<file path="src/rtl/pwm_demod_pkg.sv">
// Shared DDS definitions for the PWM demodulator.
//
// Contents:
//   DDS_N, DDS_M   - default frame exponent and duty width, shared with the phase
//                    accumulator and the PWM modulator
//   ST_SYNC/ST_RUN - state encoding constants
//   demod_state_e  - demodulator state type built on those constants
//   DUTY_FULL      - all-ones duty word at the default width

package pwm_demod_pkg;

    localparam int unsigned DDS_N = 14;
    localparam int unsigned DDS_M = 12;

    localparam logic ST_SYNC = 1'b0;
    localparam logic ST_RUN  = 1'b1;

    typedef enum logic {
        StSync = ST_SYNC,
        StRun  = ST_RUN
    } demod_state_e;

    localparam logic [DDS_M-1:0] DUTY_FULL = {DDS_M{1'b1}};

endpackage

</file>
<file path="src/rtl/pwm_sync_edge.sv">
// Synchronizer and rising-edge detector for an asynchronous 1-bit input.
//
// Ports:
//   clk    in   system clock
//   rst_n  in   asynchronous active-low reset
//   din    in   asynchronous input
//   level  out  synchronized (optionally filtered) level
//   rise   out  one-cycle pulse on a 0->1 transition of level
//
// Optional: define PWM_DEMOD_GLITCH_FILTER_EN to add a 3-sample majority
// filter after the synchronizer. It rejects single-cycle pulses and dropouts
// at the cost of 2 extra clocks of latency.

module pwm_sync_edge (
    input  logic clk,
    input  logic rst_n,
    input  logic din,
    output logic level,
    output logic rise
);

    logic s1_q;
    logic s2_q;
    logic s3_q;

    always_ff @(posedge clk or negedge rst_n) begin
        if (!rst_n) begin
            s1_q <= 1'b0;
            s2_q <= 1'b0;
        end else begin
            s1_q <= din;
            s2_q <= s1_q;
        end
    end

`ifdef PWM_DEMOD_GLITCH_FILTER_EN
    logic h1_q;
    logic h2_q;
    logic f_q;

    always_ff @(posedge clk or negedge rst_n) begin
        if (!rst_n) begin
            h1_q <= 1'b0;
            h2_q <= 1'b0;
            f_q  <= 1'b0;
            s3_q <= 1'b0;
        end else begin
            h1_q <= s2_q;
            h2_q <= h1_q;
            // Majority of the three most recent samples.
            f_q  <= (s2_q & h1_q) | (s2_q & h2_q) | (h1_q & h2_q);
            s3_q <= f_q;
        end
    end

    assign level = f_q;
`else
    always_ff @(posedge clk or negedge rst_n) begin
        if (!rst_n) begin
            s3_q <= 1'b0;
        end else begin
            s3_q <= s2_q;
        end
    end

    assign level = s2_q;
`endif

    assign rise = level & ~s3_q;

endmodule

</file>
<file path="src/rtl/pwm_demod.sv">
// PWM demodulator: measures the high time of a 1-bit PWM stream over frames of
// 2^N clocks and returns the M-bit duty word that produced it.
//
// Ports:
//   clk         in   system clock
//   rst_n       in   asynchronous active-low reset
//   en          in   measurement enable; low forces the SYNC state
//   pwm_in      in   PWM stream, asynchronous to clk
//   duty        out  last completed frame's duty word (M bits)
//   duty_valid  out  one-cycle strobe when duty updates
//   locked      out  frames are aligned to a rising edge
//   stuck       out  last completed frame had no rising edge
//
// Optional: PWM_DEMOD_GLITCH_FILTER_EN enables the majority glitch filter in
// pwm_sync_edge.

module pwm_demod
    import pwm_demod_pkg::*;
#(
    parameter int unsigned N = DDS_N,
    parameter int unsigned M = DDS_M
) (
    input  logic         clk,
    input  logic         rst_n,
    input  logic         en,
    input  logic         pwm_in,
    output logic [M-1:0] duty,
    output logic         duty_valid,
    output logic         locked,
    output logic         stuck
);

    logic level;
    logic rise;

    pwm_sync_edge u_sync_edge (
        .clk   (clk),
        .rst_n (rst_n),
        .din   (pwm_in),
        .level (level),
        .rise  (rise)
    );

    demod_state_e   state_q, state_d;
    logic [N-1:0]   frame_cnt_q, frame_cnt_d;
    logic [N:0]     high_cnt_q, high_cnt_d;
    logic           rise_seen_q, rise_seen_d;
    logic [M-1:0]   duty_q, duty_d;
    logic           valid_q, valid_d;
    logic           locked_q, locked_d;
    logic           stuck_q, stuck_d;

    logic [N:0]     level_ext;
    assign level_ext = {{N{1'b0}}, level};

    always_comb begin
        state_d     = state_q;
        frame_cnt_d = frame_cnt_q;
        high_cnt_d  = high_cnt_q;
        rise_seen_d = rise_seen_q;
        duty_d      = duty_q;
        valid_d     = 1'b0;
        locked_d    = locked_q;
        stuck_d     = stuck_q;

        if (!en) begin
            // Enable wins over everything, including a frame end.
            state_d     = StSync;
            locked_d    = 1'b0;
            frame_cnt_d = '0;
            high_cnt_d  = '0;
            rise_seen_d = 1'b0;
        end else begin
            unique case (state_q)
                StSync: begin
                    frame_cnt_d = '0;
                    high_cnt_d  = '0;
                    rise_seen_d = 1'b0;
                    if (rise) begin
                        // The locking cycle is the first sample of frame 0.
                        state_d     = StRun;
                        locked_d    = 1'b1;
                        frame_cnt_d = {{(N-1){1'b0}}, 1'b1};
                        high_cnt_d  = {{N{1'b0}}, 1'b1};
                        rise_seen_d = 1'b1;
                    end
                end
                StRun: begin
                    frame_cnt_d = frame_cnt_q + 1'b1;
                    high_cnt_d  = high_cnt_q + level_ext;
                    rise_seen_d = rise_seen_q | rise;
                    if (frame_cnt_q == '0) begin
                        // Boundary cycle: publish the finished frame; this
                        // cycle's sample and rise open the new frame.
                        duty_d      = high_cnt_q[N] ? {M{1'b1}} : high_cnt_q[N-1 -: M];
                        valid_d     = 1'b1;
                        stuck_d     = ~rise_seen_q;
                        high_cnt_d  = level_ext;
                        rise_seen_d = rise;
                        // stuck_q still reflects the previous frame here.
                        if (!rise_seen_q && stuck_q) begin
                            state_d     = StSync;
                            locked_d    = 1'b0;
                            frame_cnt_d = '0;
                            high_cnt_d  = '0;
                            rise_seen_d = 1'b0;
                        end
                    end
                end
                default: begin
                    state_d = StSync;
                end
            endcase
        end
    end

    always_ff @(posedge clk or negedge rst_n) begin
        if (!rst_n) begin
            state_q     <= StSync;
            frame_cnt_q <= '0;
            high_cnt_q  <= '0;
            rise_seen_q <= 1'b0;
            duty_q      <= '0;
            valid_q     <= 1'b0;
            locked_q    <= 1'b0;
            stuck_q     <= 1'b0;
        end else begin
            state_q     <= state_d;
            frame_cnt_q <= frame_cnt_d;
            high_cnt_q  <= high_cnt_d;
            rise_seen_q <= rise_seen_d;
            duty_q      <= duty_d;
            valid_q     <= valid_d;
            locked_q    <= locked_d;
            stuck_q     <= stuck_d;
        end
    end

    assign duty       = duty_q;
    assign duty_valid = valid_q;
    assign locked     = locked_q;
    assign stuck      = stuck_q;

endmodule

</file>
<file path="config.mk">
export PLATFORM = sky130hd
export DESIGN_NAME = pwm_demod
export DESIGN_NICKNAME = d
export VERILOG_FILES = /design/src/rtl/pwm_demod_pkg.sv /design/src/rtl/pwm_sync_edge.sv /design/src/rtl/pwm_demod.sv
export SDC_FILE = /design/constraint.sdc
export NUM_CORES = 1
export LEC_CHECK = 0
export CAP_MARGIN = 30
export CORE_UTILIZATION = 50
export CTS_BUF_LIST = sky130_fd_sc_hd__clkbuf_8
export DETAILED_ROUTE_END_ITERATION = 7
export PLACE_DENSITY_LB_ADDON = 0.05
export SETUP_SLACK_MARGIN = 0.1
export SLEW_MARGIN = 20
export SYNTH_ARGS = -nofsm -noshare
export SYNTH_HDL_FRONTEND = slang
export SYNTH_SLANG_ARGS = --single-unit
export TNS_END_PERCENT = 5
</file>
<file path="constraint.sdc">
create_clock -name clk -period 1.5 [get_ports clk]
set_input_delay 0.15 -clock clk [delete_from_list [all_inputs] [get_ports clk]]
set_output_delay 0.15 -clock clk [all_outputs]
set_load 0.01 [all_outputs]
</file>
### Word-level counts from Yosys, hierarchy flattened

Cells that the tools add are included.

* bits of input ports: 4
* bits in read-only memories: 0
* flip-flop bits (word level): 49
* RAM bits: 0
* word-level logic and storage cells: 54
* bits in latches: 0
* memories kept: 0

* equality and inequality tests: 3
* multipliers: 0
* bitwise operators: 5
* $lt $le $gt $ge: 0
* muxes and demuxes: 28
* shift-type cells: 0
* div/mod/pow operators: 0
* add/sub/neg operators: 2
* reduce and logical (&&, ||, !) cells: 5

Operator list (number)
* 14-bit 2-to-1 mux: 3
* 15-bit 2-to-1 mux: 2
* 15-bit one-hot mux with 2 select lines: 1
* 14-bit one-hot mux with 2 select lines: 1
* 1-bit 2-to-1 mux: 17
* 15-bit by 1-bit adder with 15-bit output: 1
* 14-bit by 1-bit adder with 14-bit output (second input constant): 1
* 14-bit logical NOT: 1
* 12-bit 2-to-1 mux: 1
* 3-bit by 2-bit inequality test with 1-bit output (second input constant): 2
* 1-bit one-hot mux with 2 select lines: 3
* 3-bit AND reduction: 2
* 3-bit inequality test (second input constant): 1
* 1-bit inverter: 3
* 1-bit AND: 1
* 1-bit logical AND: 1
* 1-bit logical NOT: 1
* 1-bit OR: 1

### Depth between registers and ports, before layout

Gate-level depths: netlist (run 1).

* depth after elaboration: 6
* mapped depth: 9

### By module

Synthesis (run 1) repeated with hierarchy kept, for this count alone.

* cells, all modules: 222
* area, all modules: 2280.9 um2

By module, submodules not included
* pwm_demod: times used 1, seq. area each 1151.1 um2, cells an instance 218, area each 2192.1 um2
* pwm_sync_edge: times used 1, seq. area each 75.1 um2, cells an instance 4, area each 88.8 um2

### Worst setup path before layout (run 1)

No wires, ideal clock.

* path type: register to register
* start: register frame_cnt_q[0]
* end: register high_cnt_q[0]
* cell stages (with the launch flop): 9
* slack: -0.118 ns
* required time: 1.380 ns
* clock period less this slack: 1.618 ns
* data arrival time: 1.498 ns
* cell sequence: dfrtp_1 inv_1 ha_1 nor4b_2 and4_1 buf_4 and2_4 buf_6 a31o_1

* longest elaborated chain between the ends: 4

Ends and longest elaborated chain
* from (decl): RTL line pwm_demod.sv:45 `logic [N-1:0] frame_cnt_q, frame_cnt_d;`
* from (signal assigned): RTL line pwm_demod.sv:129 `frame_cnt_q <= frame_cnt_d;`
* 14-bit logical NOT: RTL line pwm_demod.sv:92 `if (frame_cnt_q == '0) begin`
* 15-bit 2-to-1 mux: RTL line pwm_demod.sv:92
* 15-bit one-hot mux with 2 select lines: RTL line pwm_demod.sv:74 `unique case (state_q)`
* 15-bit 2-to-1 mux: RTL line pwm_demod.sv:66 `if (!en) begin`
* named net high_cnt_d[0]: RTL line pwm_demod.sv:46 `logic [N:0] high_cnt_q, high_cnt_d;`
* to (signal assigned): RTL line pwm_demod.sv:130 `high_cnt_q <= high_cnt_d;`
* to (decl): RTL line pwm_demod.sv:46

The timed path passes the listed nets, and every way through them passes these cells.
A chain may end at the register's enable or synchronous reset.

### Worst setup path in the final report (run 1)

* start: register frame_cnt_q[0]
* end: register rise_seen_q

* longest elaborated chain between the ends: 4

Ends and longest elaborated chain
* 14-bit logical NOT: RTL line pwm_demod.sv:92
* 1-bit 2-to-1 mux: RTL line pwm_demod.sv:92
* 1-bit one-hot mux with 2 select lines: RTL line pwm_demod.sv:74
* 1-bit 2-to-1 mux: RTL line pwm_demod.sv:66
* named net rise_seen_d: RTL line pwm_demod.sv:47 `logic rise_seen_q, rise_seen_d;`
* to (signal assigned): RTL line pwm_demod.sv:131 `rise_seen_q <= rise_seen_d;`
* to (decl): RTL line pwm_demod.sv:47

The timed path passes the listed nets, and every way through them passes these cells.

==> flow_summary.yaml, run 1 <==
power_and_ir_drop:
  power_density_nw_per_um2: 1026
  netSwitchingPower_mw: 0.8082
  p_seq_share_pct: 52.3
  ir_drop_mv: 0.6795
  sw_frac_of_total_pct: 27.53
  p_comb_share_pct: 21.7
  power_leakage_nw: 1.320
  power.internal_mw: 2.128
  pwr-share-clk_pct: 26.0
route:
  first_iter_violations: 110
  vias: 1752
  drc: 0
  wl_per_cell_um: 15.10
  routed_wl_mm: 4.816
  dr.pass1.iters: 4
  ant_nets: 0
  vias_per_cell: 5.492
layout:
  drive_gt1_share_pct: 22.47
  finalNonFillerCells: 319
  nNetsFinal: 274
  utilization_pct: 65.27
  n_antenna_cell: 0
  syn_to_final_growth_pct: 25.11
synthesis:
  ys_top_cells_by_area: "dfrtp_1 (54%), xor2_1 (8.0%), nor2_1 (6.1%)"
  async_flop_share_pct: 100.0
  syn_area_sq_um: 2287
  synth_cell_types: 32
  synth_warnings: 0
  syn_inst: 221
  synth.avg_cell_area_sq_um: 10.35
  syn-num-nets: 229
  synthFlopType: "dfrtp_1"
  synthTopCellsByCount: "dfrtp_1 (49), nor2_1 (37), xor2_1 (21), a21oi_1 (19), nand3_1 (11)"
  synth.most_common_cell: "dfrtp_1"
  ys_ff_latch: 49
  ys_seq_area_share_pct: 53.61
  synth-edff-count: 0
  netlist.area_leader.share_pct: 53.61
  synth_top_cell_by_area: "dfrtp_1"
hold_path:
  hold_class: "input port to flip-flop"
worst_setup_path:
  path_delay_family: "flip-flops"
  arrival_ps: 1790
  crit_chain: "inv_2 > ha_4 > nor4b_4 > nand4_1 > buf_4 > a31o_4 > o311a_1"
  cp_num_buf_inv: 2
  critPathCaptureType: "flip-flop"
  critPathLaunchType: "flip-flop"
  slowest_stage: "dfrtp_1"
  worstPathRequired_ps: 1690
  cp_slowest_stage_delay_ps: 400
  cp_max_fo: 3
  path_class: "flip-flop to flip-flop"
timing:
  period_needed_ps: 1601
  setup_violations: 42
  post-route-period-util_pct: 106.7
  hold_viol_final: 0
  tightest_slew_ps: 607.0
  slew_violations: 0
  fin_skew_ps: 11.55
  slew_headroom_pct: 59.53
  max_freq_mhz: 624.7
  layout_setup_ws_ps: -100.8
  rsz0062_at_grt: "true"
grt:
  grt.total_usage_pct: 21.30
  grt_max_degree: 50
  grt_pass1_vias: 1756
  grt_pass1_wl_mm: 8.086
  antenna_found_initial: 0
  globalRoute.totalOverflow: 0
die:
  core_area_sq_um: 4384
  ioPinCount: 19
  die_x_um: 69.64
  start_util_pct: 52.17
  die_area_sq_um: 4849
  num_rows: 24
  die_h_um: 69.64
clock_tree:
  clk_pin_slew_ps: 80
  clock_latency_ps: 310
  cts.path.max_buffers: 2
  htreeDepth: 2
  clockRootBuffer: "clkbuf_8"
  cts_sinks: 49
  numCtsBuffers: 5
  tritoncts: "done"
placement:
  gp_congestion: 0.8207
  dpl.hpwl_mm: 3.301
  port_buffers: 18
  dp.cells: 308
status:
  outcome: "finished with violations"
  violations: "negative setup slack"
job:
  cap_viol_max_count: 0
-- state kept, by name (all words and copies together) (netlist names) --
name and cells:
stuck 1, locked 1, u_sync_edge.s1_q 1, u_sync_edge.s3_q 1
duty 12, u_sync_edge.level 1, rise_seen_q 1, high_cnt_q 15
frame_cnt_q 14, state_q 1, duty_valid 1
-- stage by stage --
step | worst slack [ps] | setup TNS, ps | instance area [sq um] | hold slack, ps | total power, mW
CTS | -135.2 | -3231 | 2823 | 280.6 | 2.981
detailed placement | -129.5 | -3126 | 2700 | 290.9 | 2.207
global route | -164.5 | -5317 | 2861 | 273.5 | 3.089
global placement | -84.45 | -1288 | 2700 | 275.7 | 2.180
finish | -100.8 | -2173 | 2861 | 286.2 | 2.936
floorplan | -94.40 | -1527 | 2300 | -145.6 | 1.845
-- worst paths after layout --
check	from	to	slack [ps]	cells after the start
worst max-delay path	frame_cnt_q[0]$_DFF_PN0_	rise_seen_q$_DFF_PN0_	-100	7
worst min-delay path	pwm_in	u_sync_edge.s1_q$_DFF_PN0_	290	1
worst max register to register	frame_cnt_q[0]$_DFF_PN0_	rise_seen_q$_DFF_PN0_	-100	7
worst min register to register	u_sync_edge.s1_q$_DFF_PN0_	u_sync_edge.level$_DFF_PN0_	360	0
max in group asynchronous	rst_n	frame_cnt_q[0]$_DFF_PN0_	610	3
min in group asynchronous	rst_n	frame_cnt_q[11]$_DFF_PN0_	480	3
-- layer usage --
| layer | GRT usage, % | wire, um |
|---|---|---|
| met5 | 0 | 0 |
| met4 | 6.667 | 58 |
| met3 | 4.215 | 209 |
| met2 | 34.30 | 2290 |
| met1 | 29.17 | 2258 |
-- worst register-to-register path: stages (launching register included) --
cell	delay [ps]
dfrtp_1	400
inv_2	80
ha_4	120
nor4b_4	180
nand4_1	200
buf_4	200
a31o_4	210
o311a_1	100
-- area by class of cell --
| class | count | area (sq um) |
|---|---|---|
| clock inverters | 3 | 17.52 |
| inverters | 4 | 15.01 |
| clock buffers | 5 | 68.82 |
| multi-input cells | 154 | 998.5 |
| well taps | 52 | 65.06 |
| flip-flops and latches | 49 | 1226 |
| fillers | 356 | 1523 |
| repair buffers | 52 | 470.5 |
-- power by group through the flow --
stage / logic, mW / registers [mW] / clock network, mW
floorplan: 0.223 / 1.62 / 0
global placement: 0.626 / 1.55 / 0
detailed placement: 0.643 / 1.56 / 0
CTS: 0.653 / 1.54 / 0.787
global route: 0.695 / 1.56 / 0.837
finish: 0.638 / 1.54 / 0.762
-- logic make-up after synthesis --
| logic type | share of synthesized area [%] |
|---|---|
| AO/OA/AOI/OAI | 10.83 |
| XOR/XNOR | 8.808 |
| adder cells (fa/ha/maj) | 2.188 |
| buffers and inverters | 4.759 |
| flip-flops | 53.61 |
| AND/OR/NAND/NOR | 19.80 |
-- cells in the final DEF, fill, tap and decap left out, drive strengths merged, types with 4 or more instances in the layout --
cell           instances
clkbuf                 5
clkdlybuf4s50         12
nand4                 10
nand2                  8
o21ai                  7
dlymetal6s2s           5
and3                   4
ha                     4
inv                    4
nand3                 11
nor2                  37
dfrtp                 49
and4                   5
buf                   34
xor2                  21
and2                   6
a21oi                 28
-- repair_timing --
action,4_1_cts,5_1_grt
hold buffers,1,0
pin swaps,11,5
hold endpoints to repair,49,0
resized for setup,5,9
setup endpoints to repair,46,51
buffers inserted,1,1
Note: power is estimated with default switching activity, not from simulation.
==> run 2: changes to the inputs <==
DONT_BUFFER_PORTS = 1   (was default)
HOLD_SLACK_MARGIN = 0.06   (was default)
==> flow_summary.yaml, run 2 (synthesis gave the netlist of run 1 again) <==
status:
  outcome: "finished with violations"
  violations: "negative setup slack"
grt:
  globalRoute.totalOverflow: 0
  grt_pass1_vias: 1690
  grt_max_degree: 50
  grt.total_usage_pct: 20.75
  grt_pass1_wl_mm: 7.921
  antenna_found_initial: 0
layout:
  syn_to_final_growth_pct: 20.02
  largest_reg_flops: 15
  design_area_sq_um: 2745
  drive_gt1_share_pct: 24.30
  final_common_cell: "dfrtp_1"
  n_antenna_cell: 0
  finalNonFillerCells: 303
  nNetsFinal: 258
  layout_common_cells: "dfrtp_1 (49), nor2_1 (37), buf_4 (29)"
  regMostFlops: "high_cnt_q"
clock_tree:
  clockRootBuffer: "clkbuf_8"
  htreeDepth: 2
  clock_latency_ps: 300
  tritoncts: "done"
  clk_pin_slew_ps: 90
  numCtsBuffers: 5
  cts.path.max_buffers: 2
  cts_sinks: 49
die:
  die_x_um: 69.64
  die_h_um: 69.64
  core_area_sq_um: 4384
  ioPinCount: 19
  num_rows: 24
  start_util_pct: 52.17
  die_area_sq_um: 4849
route:
  dr.pass1.iters: 4
  first_iter_violations: 75
  wl_per_cell_um: 14.97
  vias: 1634
  routed_wl_mm: 4.537
  ant_nets: 0
  vias_per_cell: 5.393
  drc: 0
power_and_ir_drop:
  p_total_mw: 3.044
  power_leakage_nw: 1.230
  pwr-share-clk_pct: 36.2
  ir_drop_mv: 0.5797
  power_density_nw_per_um2: 1109
  p_seq_share_pct: 53.2
  p_comb_share_pct: 10.5
  sw_frac_of_total_pct: 25.64
  netSwitchingPower_mw: 0.7805
  power.internal_mw: 2.263
placement:
  gp_congestion: 0.7831
  dp_worst_setup_slack_ps: -147.2
  placed_cell_area_sq_um: 2505
  port_buffers: 0
  dp.cells: 289
  dpl.hpwl_mm: 3.122
worst_setup_path:
  slowest_stage: "dfrtp_1"
  arrival_ps: 1880
  critPathLaunchType: "flip-flop"
  path_class: "flip-flop to flip-flop"
  worstPathRequired_ps: 1720
  cp_max_fo: 13
  critPathCaptureType: "flip-flop"
  crit_chain: "inv_1 > ha_2 > nor4b_4 > and4_2 > buf_6 > a21oi_1 > a21oi_1"
  crit_top_cell: "a21oi_1"
  cp_slowest_stage_delay_ps: 390
timing:
  max_freq_mhz: 600.5
  period_needed_ps: 1665
  slew_violations: 0
  fin_skew_ps: 8.742
  layout_setup_ws_ps: -165.4
  hold_viol_final: 0
  tightest_slew_ps: 431.3
  post-route-period-util_pct: 111.0
  setup_violations: 44
  rsz0062_at_grt: "true"
  slew_headroom_pct: 71.25
hold_path:
  hold_class: "flip-flop to flip-flop"
job:
  cap_viol_max_count: 0
run 2: cell types whose count changed in the layout (fill, tap and decap cells not counted), moves of 2 or more:
cell / previous run / this run
bufinv_16: 0 / 2
dlymetal6s2s_1: 5 / 0
buf_4: 31 / 29
dlygate4sd3_1: 1 / 3
clkdlybuf4s50_1: 12 / 0
run 2: layout make-up:
| type | instances | area [sq um] |
|---|---|---|
| Inverter | 4 | 15.01 |
| Tap cell | 52 | 65.06 |
| Multi-Input combinational cell | 155 | 998.5 |
| Fill cell | 358 | 1639 |
| Timing Repair Buffer | 35 | 306.5 |
| Clock inverter | 3 | 65.06 |
| Clock buffer | 5 | 68.82 |
| Sequential cell | 49 | 1226 |
run 2: worst paths after layout:
check / start / endpoint / slack, ps / depth (start not counted)
worst max register to register: frame_cnt_q[1]$_DFF_PN0_ / duty[1]$_DFFE_PN0P_ / -170 / 7
worst min register to register: u_sync_edge.s1_q$_DFF_PN0_ / u_sync_edge.level$_DFF_PN0_ / 350 / 0
max in group asynchronous: rst_n / frame_cnt_q[5]$_DFF_PN0_ / 930 / 2
min in group asynchronous: rst_n / duty[11]$_DFFE_PN0P_ / 360 / 2
worst max-delay path: frame_cnt_q[1]$_DFF_PN0_ / duty[1]$_DFFE_PN0P_ / -170 / 7
worst min-delay path: u_sync_edge.s1_q$_DFF_PN0_ / u_sync_edge.level$_DFF_PN0_ / 350 / 0
run 2: layer usage:
metal | vias to the layer above | wire length, um | global-route usage, %
met4 | 0 | 47 | 6.889
met5 | - | 0 | 0
met2 | 34 | 1982 | 31.07
li1 | 810 | - | -
met3 | 5 | 177 | 4.651
met1 | 785 | 2329 | 29.90
run 2: power by group through the flow:
stage	combinational [mW]	sequential [mW]	clock, mW
floorplan	0.223	1.62	0
global placement	0.257	1.64	0
detailed placement	0.268	1.65	0
CTS	0.323	1.62	1.13
global route	0.364	1.64	1.18
finish	0.320	1.62	1.10
run 2: through the flow:
| step | utilization [%] | setup TNS [ps] | hold slack, ps |
|---|---|---|---|
| global placement | 57.13 | -1003 | -144.7 |
| detailed placement | 57.13 | -2618 | -144.7 |
| floorplan | - | -1527 | -145.6 |
| CTS | 62.53 | -2333 | 355.8 |
| finish | 62.61 | -3067 | 353.9 |
| global route | 62.61 | -8107 | 363.9 |
run 2: worst max-delay path: cells and delay by family, from the launching register on:
kind | cells | cell delay (ps)
compound gates | 2 | 260
fa+ha+maj | 1 | 160
buf+inv | 2 | 250
flops | 1 | 390
simple gates | 2 | 530
run 2: what timing repair did:
action,4_1_cts,5_1_grt
gates cloned,1,0
buffers inserted,1,0
gates resized for setup,9,2
hold endpoints to repair,53,0
pin swaps,6,1
setup endpoints to repair,46,46
hold buffers,4,0
